<file path="config.mk">
export PLATFORM = sky130hd
export DESIGN_NAME = motor_step_gen
export DESIGN_NICKNAME = d
export VERILOG_FILES = /design/src/rtl/motor_step_gen.sv
export SDC_FILE = /design/constraint.sdc
export NUM_CORES = 1
export LEC_CHECK = 0
export CORE_MARGIN = 1.5
export CORE_UTILIZATION = 33
export CTS_BUF_LIST = sky130_fd_sc_hd__clkbuf_2 sky130_fd_sc_hd__clkbuf_4 sky130_fd_sc_hd__clkbuf_8
export DETAILED_ROUTE_END_ITERATION = 12
export SETUP_SLACK_MARGIN = 0.1
export SYNTH_ARGS = -nofsm -noshare
export SYNTH_HDL_FRONTEND = slang
export SYNTH_SLANG_ARGS = --single-unit
</file>
<file path="constraint.sdc">
create_clock -name clk -period 2.8 [get_ports clk]
set_input_delay 0.56 -clock clk [delete_from_list [all_inputs] [get_ports clk]]
set_output_delay 0.56 -clock clk [all_outputs]
set_load 0.02 [all_outputs]
</file>
<file path="src/rtl/motor_step_gen.sv">
// Step/direction pulse generator for a stepper motor driver.
// A command supplies a pulse count, a direction and a rise-to-rise period.
// The block holds dir stable for a setup time, then issues fixed-width step
// pulses at the requested period. An abort ends the run cleanly without
// producing a runt pulse.
module motor_step_gen #(
  parameter int PULSE_W   = 50,
  parameter int DIR_SETUP = 10,
  parameter int CNT_W     = 16,
  parameter int PER_W     = 24
) (
  input  logic             clk,
  input  logic             rst_n,
  input  logic             cmd_valid,
  output logic             cmd_ready,
  input  logic [CNT_W-1:0] cmd_steps,
  input  logic             cmd_dir,
  input  logic [PER_W-1:0] cmd_period,
  input  logic             abort,
  output logic             step,
  output logic             dir,
  output logic             busy,
  output logic             done,
  output logic [CNT_W-1:0] steps_left
);

  typedef enum logic [1:0] {
    IDLE,
    SETUP,
    HIGH,
    LOW
  } state_t;

  // A zero setup time still needs one cycle so dir settles before step rises.
  localparam int SETUP_CYC = (DIR_SETUP < 1) ? 1 : DIR_SETUP;

  // Timing constants widened to the counter width, one bit wider than the
  // period so that PULSE_W+1 cannot wrap when it is compared or subtracted.
  localparam logic [PER_W:0] PW_PLUS1   = (PER_W+1)'(PULSE_W + 1);
  localparam logic [PER_W:0] SETUP_LAST = (PER_W+1)'(SETUP_CYC - 1);
  localparam logic [PER_W:0] HIGH_LAST  = (PER_W+1)'(PULSE_W - 1);

  state_t           state_q, state_d;
  logic [PER_W:0]   cnt_q, cnt_d;
  logic [PER_W:0]   period_q, period_d;
  logic [CNT_W-1:0] steps_left_q, steps_left_d;
  logic             dir_q, dir_d;
  logic             step_q, step_d;
  logic             done_q, done_d;
  logic             abort_pend_q, abort_pend_d;

  logic [PER_W:0]   eff_period;
  logic [PER_W:0]   low_last;

  // Clamp the requested period so every low phase lasts at least one cycle.
  assign eff_period = ({1'b0, cmd_period} < PW_PLUS1) ? PW_PLUS1 : {1'b0, cmd_period};

  // Terminal count for the low phase: P - PULSE_W cycles, counted down to 0.
  assign low_last = period_q - PW_PLUS1;

  // Next-state logic: phase sequencing, pulse counting and abort handling.
  always_comb begin
    state_d      = state_q;
    cnt_d        = cnt_q;
    period_d     = period_q;
    steps_left_d = steps_left_q;
    dir_d        = dir_q;
    done_d       = 1'b0;
    abort_pend_d = abort_pend_q;

    case (state_q)
      IDLE: begin
        abort_pend_d = 1'b0;
        if (cmd_valid) begin
          dir_d        = cmd_dir;
          steps_left_d = cmd_steps;
          period_d     = eff_period;
          if (cmd_steps == '0) begin
            done_d = 1'b1;
          end else begin
            state_d = SETUP;
            cnt_d   = SETUP_LAST;
          end
        end
      end

      SETUP: begin
        if (abort) begin
          state_d = IDLE;
          done_d  = 1'b1;
        end else if (cnt_q == '0) begin
          state_d = HIGH;
          cnt_d   = HIGH_LAST;
        end else begin
          cnt_d = cnt_q - 1'b1;
        end
      end

      HIGH: begin
        if (abort) begin
          abort_pend_d = 1'b1;
        end
        if (cnt_q == '0) begin
          steps_left_d = steps_left_q - 1'b1;
          if (abort_pend_q || abort) begin
            state_d      = IDLE;
            done_d       = 1'b1;
            abort_pend_d = 1'b0;
          end else begin
            state_d = LOW;
            cnt_d   = low_last;
          end
        end else begin
          cnt_d = cnt_q - 1'b1;
        end
      end

      LOW: begin
        if (abort) begin
          state_d = IDLE;
          done_d  = 1'b1;
        end else if (cnt_q == '0) begin
          if (steps_left_q != '0) begin
            state_d = HIGH;
            cnt_d   = HIGH_LAST;
          end else begin
            state_d = IDLE;
            done_d  = 1'b1;
          end
        end else begin
          cnt_d = cnt_q - 1'b1;
        end
      end

      default: begin
        state_d = IDLE;
      end
    endcase

    step_d = (state_d == HIGH);
  end

  // State and output registers; reset clears everything, so no done follows.
  always_ff @(posedge clk or negedge rst_n) begin
    if (!rst_n) begin
      state_q      <= IDLE;
      cnt_q        <= '0;
      period_q     <= '0;
      steps_left_q <= '0;
      dir_q        <= 1'b0;
      step_q       <= 1'b0;
      done_q       <= 1'b0;
      abort_pend_q <= 1'b0;
    end else begin
      state_q      <= state_d;
      cnt_q        <= cnt_d;
      period_q     <= period_d;
      steps_left_q <= steps_left_d;
      dir_q        <= dir_d;
      step_q       <= step_d;
      done_q       <= done_d;
      abort_pend_q <= abort_pend_d;
    end
  end

  assign cmd_ready  = (state_q == IDLE);
  assign busy       = (state_q != IDLE);
  assign step       = step_q;
  assign dir        = dir_q;
  assign done       = done_q;
  assign steps_left = steps_left_q;

endmodule

</file>
## Yosys cells after proc, flatten, opt, wreduce, memory -nomap -nowiden

Index checks and enable logic that the tools add are counted.
Widths: inputs -> output; s select.

| storage, ports and cells | value |
|---|---|
| register bits | 72 |
| bits of input ports | 45 |
| output and inout bits | 21 |
| logic and storage cells | 70 |

| operators by class | value |
|---|---|
| $add $sub $neg | 3 |
| magnitude comparators | 1 |
| equal/unequal tests | 11 |
| muxes and demuxes | 37 |
| reduce and logical (&&, ||, !) cells | 10 |

Operators with widths:

| operator | count |
|---|---|
| $mux 25 | 9 |
| $pmux 25 s4 | 1 |
| $mux 16 | 2 |
| $pmux 16 s2 | 1 |
| $logic_not 25->1 | 1 |
| $sub 25x1->25 const B | 1 |
| $sub 25x6->25 const B | 1 |
| $lt 24x6->1 const B | 1 |
| $mux 24 | 1 |
| $mux 2 | 9 |
| $logic_not 16->1 | 1 |
| $reduce_bool 16->1 | 1 |
| $sub 16x1->16 const B | 1 |
| $mux 1 | 11 |
| $ne 2x2->1 const B | 5 |
| $pmux 2 s4 | 1 |
| $eq 2x2->1 const B | 3 |
| $ne 3x3->1 const B | 2 |
| $reduce_and 6->1 | 1 |
| $pmux 1 s4 | 1 |
| $reduce_bool 2->1 | 2 |
| $reduce_and 3->1 | 1 |
| $eq 2x1->1 const B | 1 |
| $logic_not 2->1 | 1 |
| other kinds (3) | 3 |

## Longest topological paths before layout

| depth | value |
|---|---|
| depth after elaboration | 6 |
| depth in mapped cells | 10 |
| gate-level depth less buffers | 8 |

## Worst setup path after synthesis

OpenSTA, ideal clock, no wires.

| timing | value |
|---|---|
| path kind | reg2reg |
| from | register steps_left_q[8] (netlist: steps_left[8]) |
| to | register cnt_q[17] |
| library setup time | 0.129 ns |
| arrival | 2.281 ns |
| required time | 2.671 ns |
| path slack | 0.390 ns |
| stages on the path, launching flop included | 10 |
| buffers on the path | 3 |
| period minus slack after synthesis | 2.410 ns |
| path through | dfrtp_1 or4_4 nor4b_2 nand4_1 a22oi_1 buf_4 or2_1 buf_4 buf_4 o21ai_1 |

| between the ends | value |
|---|---|
| cells in the longest elaborated chain, start to end | 3 |

RTL lines:

| what | RTL line | RTL |
|---|---|---|
| start: declaration | 46 | `logic [CNT_W-1:0] steps_left_q, steps_left_d;` |
| start signal: assignment | 158 | `steps_left_q <= steps_left_d;` |
| $reduce_bool 16->1 | 123 | `if (steps_left_q != '0) begin` |
| $ne 3x3->1 (no line) | - |  |
| $reduce_and 6->1 (no line) | - |  |
| end signal: assignment | 156 | `cnt_q <= cnt_d;` |
| end: declaration | 44 | `logic [PER_W:0] cnt_q, cnt_d;` |

No other way between the ends.
A chain may end at the register's enable or synchronous reset.

## Worst setup path after layout

| timing | value |
|---|---|
| from | register cnt_q[17] |
| to | register cnt_q[1] |

| between the ends | value |
|---|---|
| cells in the longest elaborated chain, start to end | 4 |
| elaborated cells on any way between the ends | 10 |
| those cells by class | eq/ne (2); mux (6); reduce/logical (2) |

RTL lines:

| what | RTL line | RTL |
|---|---|---|
| $logic_not 25->1 * | 91, 103, 122 |  |
| $mux 25 (on tied branches) | 122, 91 |  |
| $mux 25 (on tied branches) | 119, 88 |  |
| $pmux 25 s4 | 71 | `case (state_q)` |

Every way passes the cells marked *; elsewhere a longest branch is shown, timed or not. The select of a mux whose other input is x is not followed.

==> impl_results.md <==
* Initial antenna violation count at 0
* Synth top area share at 0.3884
* CP endpoint kind: flip-flop
* Pre-antenna DRT Iters at 5
* H-tree Lvls at 3
* Clock share of power at 0.150
* # clock sinks at 71
* Netlist cell types at 63
* Tcrit/Tclk final at 0.9243
* Drt drc at 0
* Run status: finished clean
* Worst skew pair latency at 0.37 ns
* Layout area overhead at 28.20%
* Mapped Area at 0.004574 mm2
* Switching power at 0.003264 W
* RSZ-0062 raised after global routing: false
* Layout Skew at 0.01401 ns
* FILL cells at 1,358
* Combinational Power Share at 0.568
* CP max FO at 15
* Ys Warns at 0
* GRT overflow at 0
* Time the worst path needs with I/O delays and setup at 2.588 ns
* Pwr/cell area at 1192 mW/mm2
* Req. time, crit path at 3.04 ns
* Total negative slack at 0 ns
* Row cnt at 42
* Die span in x at 120.7 um
* Cell internal pwr at 0.003728 W
* Simple-gate portion of the synthesized area at 0.2754
* Total Wirelength at 14.10 mm
* #FFs+latches synth at 71
* # IOs at 66
* Worst hold-check path type: primary input to asynchronous set/reset pin
* Largest family of logic cells by synthesized area: simple AND/OR/NAND/NOR gates
* Die Ht at 120.7 um
* Global-route wire length before repair at 23.17 mm
* Sequential fraction of the synthesis area at 0.3884
* Overall Power at 0.006992 W
* Sequential power share at 0.281
* Mux contribution to synthesized area at 0.004650
* Vias/cell at 5.636
* Area share of fa/ha/maj cells after synthesis at 0.01368
* Mapped Cells at 560
* Most Frequent Cell on Critical Path: buf_4
* Initial Util at 0.3414
* DIE AREA at 0.01458 mm2
* Core area at 0.01340 mm2
* Drt wl/cell at 17.12 um
* Worst setup SP type: flip-flop
* Leading area contributor after synthesis: dfrtp_1
* CP max-delay cell: or4_1
* Share of flip-flops with an asynchronous set or reset at 1.000
* EDFF count, synth at 0
* I/O Buffers at 65
* DR iter-0 viols at 498
* Post-Synth XOR/XNOR Area at 0.04212
* Ranking of synthesized cells by area: dfrtp_1 (39%), nand2_1 (7.3%), a21oi_1 (5.0%), nor2_1 (4.0%), o21ai_0 (3.6%)
* Vias after detailed routing at 4,644
* Gpl congestion at 0.9273
* Worst Path Buf+Inv at 2
* Max incr delay on CP at 0.47 ns
* Kind of critical path: flip-flop to flip-flop
* Final Util at 0.4376
* Max-cap check violation count at 0
* Leakage at 2.471 nW
* Synthesized area per cell at 8.169 um2
* Max-slew violations at 0
* Total track usage at 0.2013
* Detail Route Antenna Nets at 0
* Fin. Hold Viols at 0
* CTS clk-pin slew, worst paths at 0.08 ns
* Layout Nets at 694
* Layout cell share with drive strength beyond 1 at 0.1080
* Peak VDD IR at 460.0 uV
* Largest net degree at the start of global routing at 72
* Worst Max-Slew Pin Slew at 0.7779 ns
* CTS root buffer: clkbuf_8
* Worst path cell trace: nor4_1 > buf_4 > nand3_2 > or4_1 > a22oi_1 > buf_4 > nor2_1 > mux2_2
* Vias in the first global route at 4,540
* Max-slew headroom at 0.4766
* Sw Share at 0.4668
* FMAX at 0.3864 GHz
* Crit-path leading delay family: simple AND/OR/NAND/NOR gates
* Synth Flop Type: dfrtp_1
* WP data arrival at 2.83 ns
* Diodes inserted at 0
* CTS tree: done
* Clock buffer depth at 2
* HPWL after DPL at 10.46 mm
* CTS buffer count at 9
* Compound-gate portion of the synthesized area at 0.2339
* Syn nets at 610
* Final setup viols at 0
[state kept, by name, summed over array words and instances (netlist names)]
name,flops
state_q,2
dir,1
step,1
cnt_q,25
steps_left,16
period_q,24
abort_pend_q,1
done,1
[synth_stat cells (all sizes together), types with 3 or more instances]
| cell | instances |
|---|---|
| inv | 12 |
| nor2 | 49 |
| or2 | 4 |
| nand2 | 90 |
| a31oi | 10 |
| buf | 11 |
| a21oi | 46 |
| o211ai | 4 |
| nand3b | 3 |
| or4 | 6 |
| o2bb2ai | 4 |
| ha | 5 |
| o22a | 8 |
| o21ai | 46 |
| xnor2 | 8 |
| nor3 | 28 |
| xor2 | 14 |
| nand3 | 15 |
| a22oi | 8 |
| o31ai | 21 |
| clkbuf | 18 |
| and3 | 5 |
| nand4 | 5 |
| nor3b | 4 |
| dfrtp | 71 |
| nor4 | 25 |
| or3 | 9 |
[layout by cell type (no fill, tap or decap), types with 5 or more instances in the layout]
| cell | synthesis | routed |
|---|---|---|
| a21oi_1 | 46 | 46 |
| a22oi_1 | 8 | 8 |
| a31oi_1 | 10 | 10 |
| and3_1 | 5 | 5 |
| buf_4 | 3 | 34 |
| clkbuf_8 | 0 | 11 |
| clkdlybuf4s50_1 | 0 | 64 |
| dfrtp_1 | 71 | 71 |
| ha_1 | 5 | 5 |
| inv_1 | 12 | 12 |
| nand2_1 | 89 | 89 |
| nand3_1 | 14 | 14 |
| nand4_1 | 5 | 5 |
| nor2_1 | 49 | 48 |
| nor3_1 | 27 | 27 |
| nor4_1 | 21 | 21 |
| o21ai_0 | 33 | 33 |
| o21ai_1 | 12 | 12 |
| o22a_1 | 8 | 8 |
| o31ai_1 | 20 | 20 |
| or3_1 | 9 | 9 |
| xnor2_1 | 8 | 8 |
| xor2_1 | 14 | 14 |
[metal layers]
| layer | up-vias | part of all wire | track usage |
|---|---|---|---|
| li1 | 2228 | - | - |
| met1 | 2197 | 0.45 | 0.2726 |
| met2 | 185 | 0.45 | 0.3086 |
| met3 | 34 | 0.072 | 0.04340 |
| met4 | 0 | 0.028 | 0.08897 |
| met5 | - | 0 | 0 |
[path summary, 6_finish.rpt]
| path | start | slack, ns | depth (start not counted) | to |
|---|---|---|---|---|
| min in group clk | dir$_DFFE_PN0P_ | 0.50 | 2 | dir$_DFFE_PN0P_ |
| max | cnt_q[17]$_DFFE_PN0P_ | 0.21 | 8 | cnt_q[1]$_DFFE_PN0P_ |
| max reg2reg | cnt_q[17]$_DFFE_PN0P_ | 0.21 | 8 | cnt_q[1]$_DFFE_PN0P_ |
| min reg2reg | dir$_DFFE_PN0P_ | 0.50 | 2 | dir$_DFFE_PN0P_ |
| max in group asynchronous | rst_n | 2.26 | 2 | period_q[15]$_DFFE_PN0P_ |
| min | rst_n | 0.22 | 2 | cnt_q[2]$_DFFE_PN0P_ |
[through the flow]
stage | std cells | hold WS, ns | setup WS (ns) | instance area (um2)
2_1_floorplan | 560 | 0.2644 | 0.3900 | 4574
3_3_place_gp | 808 | 0.4626 | 0.2467 | 5605
3_5_place_dp | 808 | 0.4711 | 0.2612 | 5605
4_1_cts | 823 | 0.2198 | 0.2543 | 5854
5_1_grt | 824 | 0.2525 | 0.1230 | 5864
6_report | 824 | 0.2185 | 0.2119 | 5864
[worst register-to-register path, delay by kind of cell, from the launching register on]
| family | cells | cell delay, ns |
|---|---|---|
| multiplexers | 1 | 0.28 |
| flip-flops | 1 | 0.41 |
| AND/OR/NAND/NOR | 4 | 1.08 |
| AO/OA/AOI/OAI | 1 | 0.24 |
| buffers and inverters | 2 | 0.46 |
[area by class of cell]
| cell class | count | area (um2) | area share |
|---|---|---|---|
| clock inverters | 3 | 90.09 | 0.01536 |
| repair buffers | 102 | 960.9 | 0.1639 |
| clock buffers | 12 | 158.9 | 0.02710 |
| multi-input cells | 447 | 2609 | 0.4448 |
| well taps | 176 | 220.2 | 0.03755 |
| inverters | 13 | 48.80 | 0.008321 |
| flip-flops and latches | 71 | 1777 | 0.3030 |
[kinds of logic (layout without fill, tap and decap cells)]
family                   count (synthesis)  count (layout)
AO/OA/AOI/OAI                          168             168
XOR/XNOR                                22              22
adder cells (fa/ha/maj)                  5               5
buffers and inverters                   42             130
flip-flops                              71              71
multiplexers                             2               2
AND/OR/NAND/NOR                        250             250
[power groups by stage]
stage | clock network, W | registers [W] | logic, W
after floorplan | 0 | 0.00201 | 0.00241
after detailed placement | 0 | 0.00198 | 0.00389
final | 0.00105 | 0.00197 | 0.00397
after CTS | 0.00107 | 0.00196 | 0.00390
after global routing | 0.00110 | 0.00204 | 0.00433
after global placement | 0 | 0.00196 | 0.00384
[what timing repair did]
item | CTS | global route
buffers inserted | 0 | 1
hold buffers | 0 | 0
endpoints found under the setup margin | 0 | 6
resized for setup | 0 | 1
Note: power is estimated with default switching activity, not from simulation.
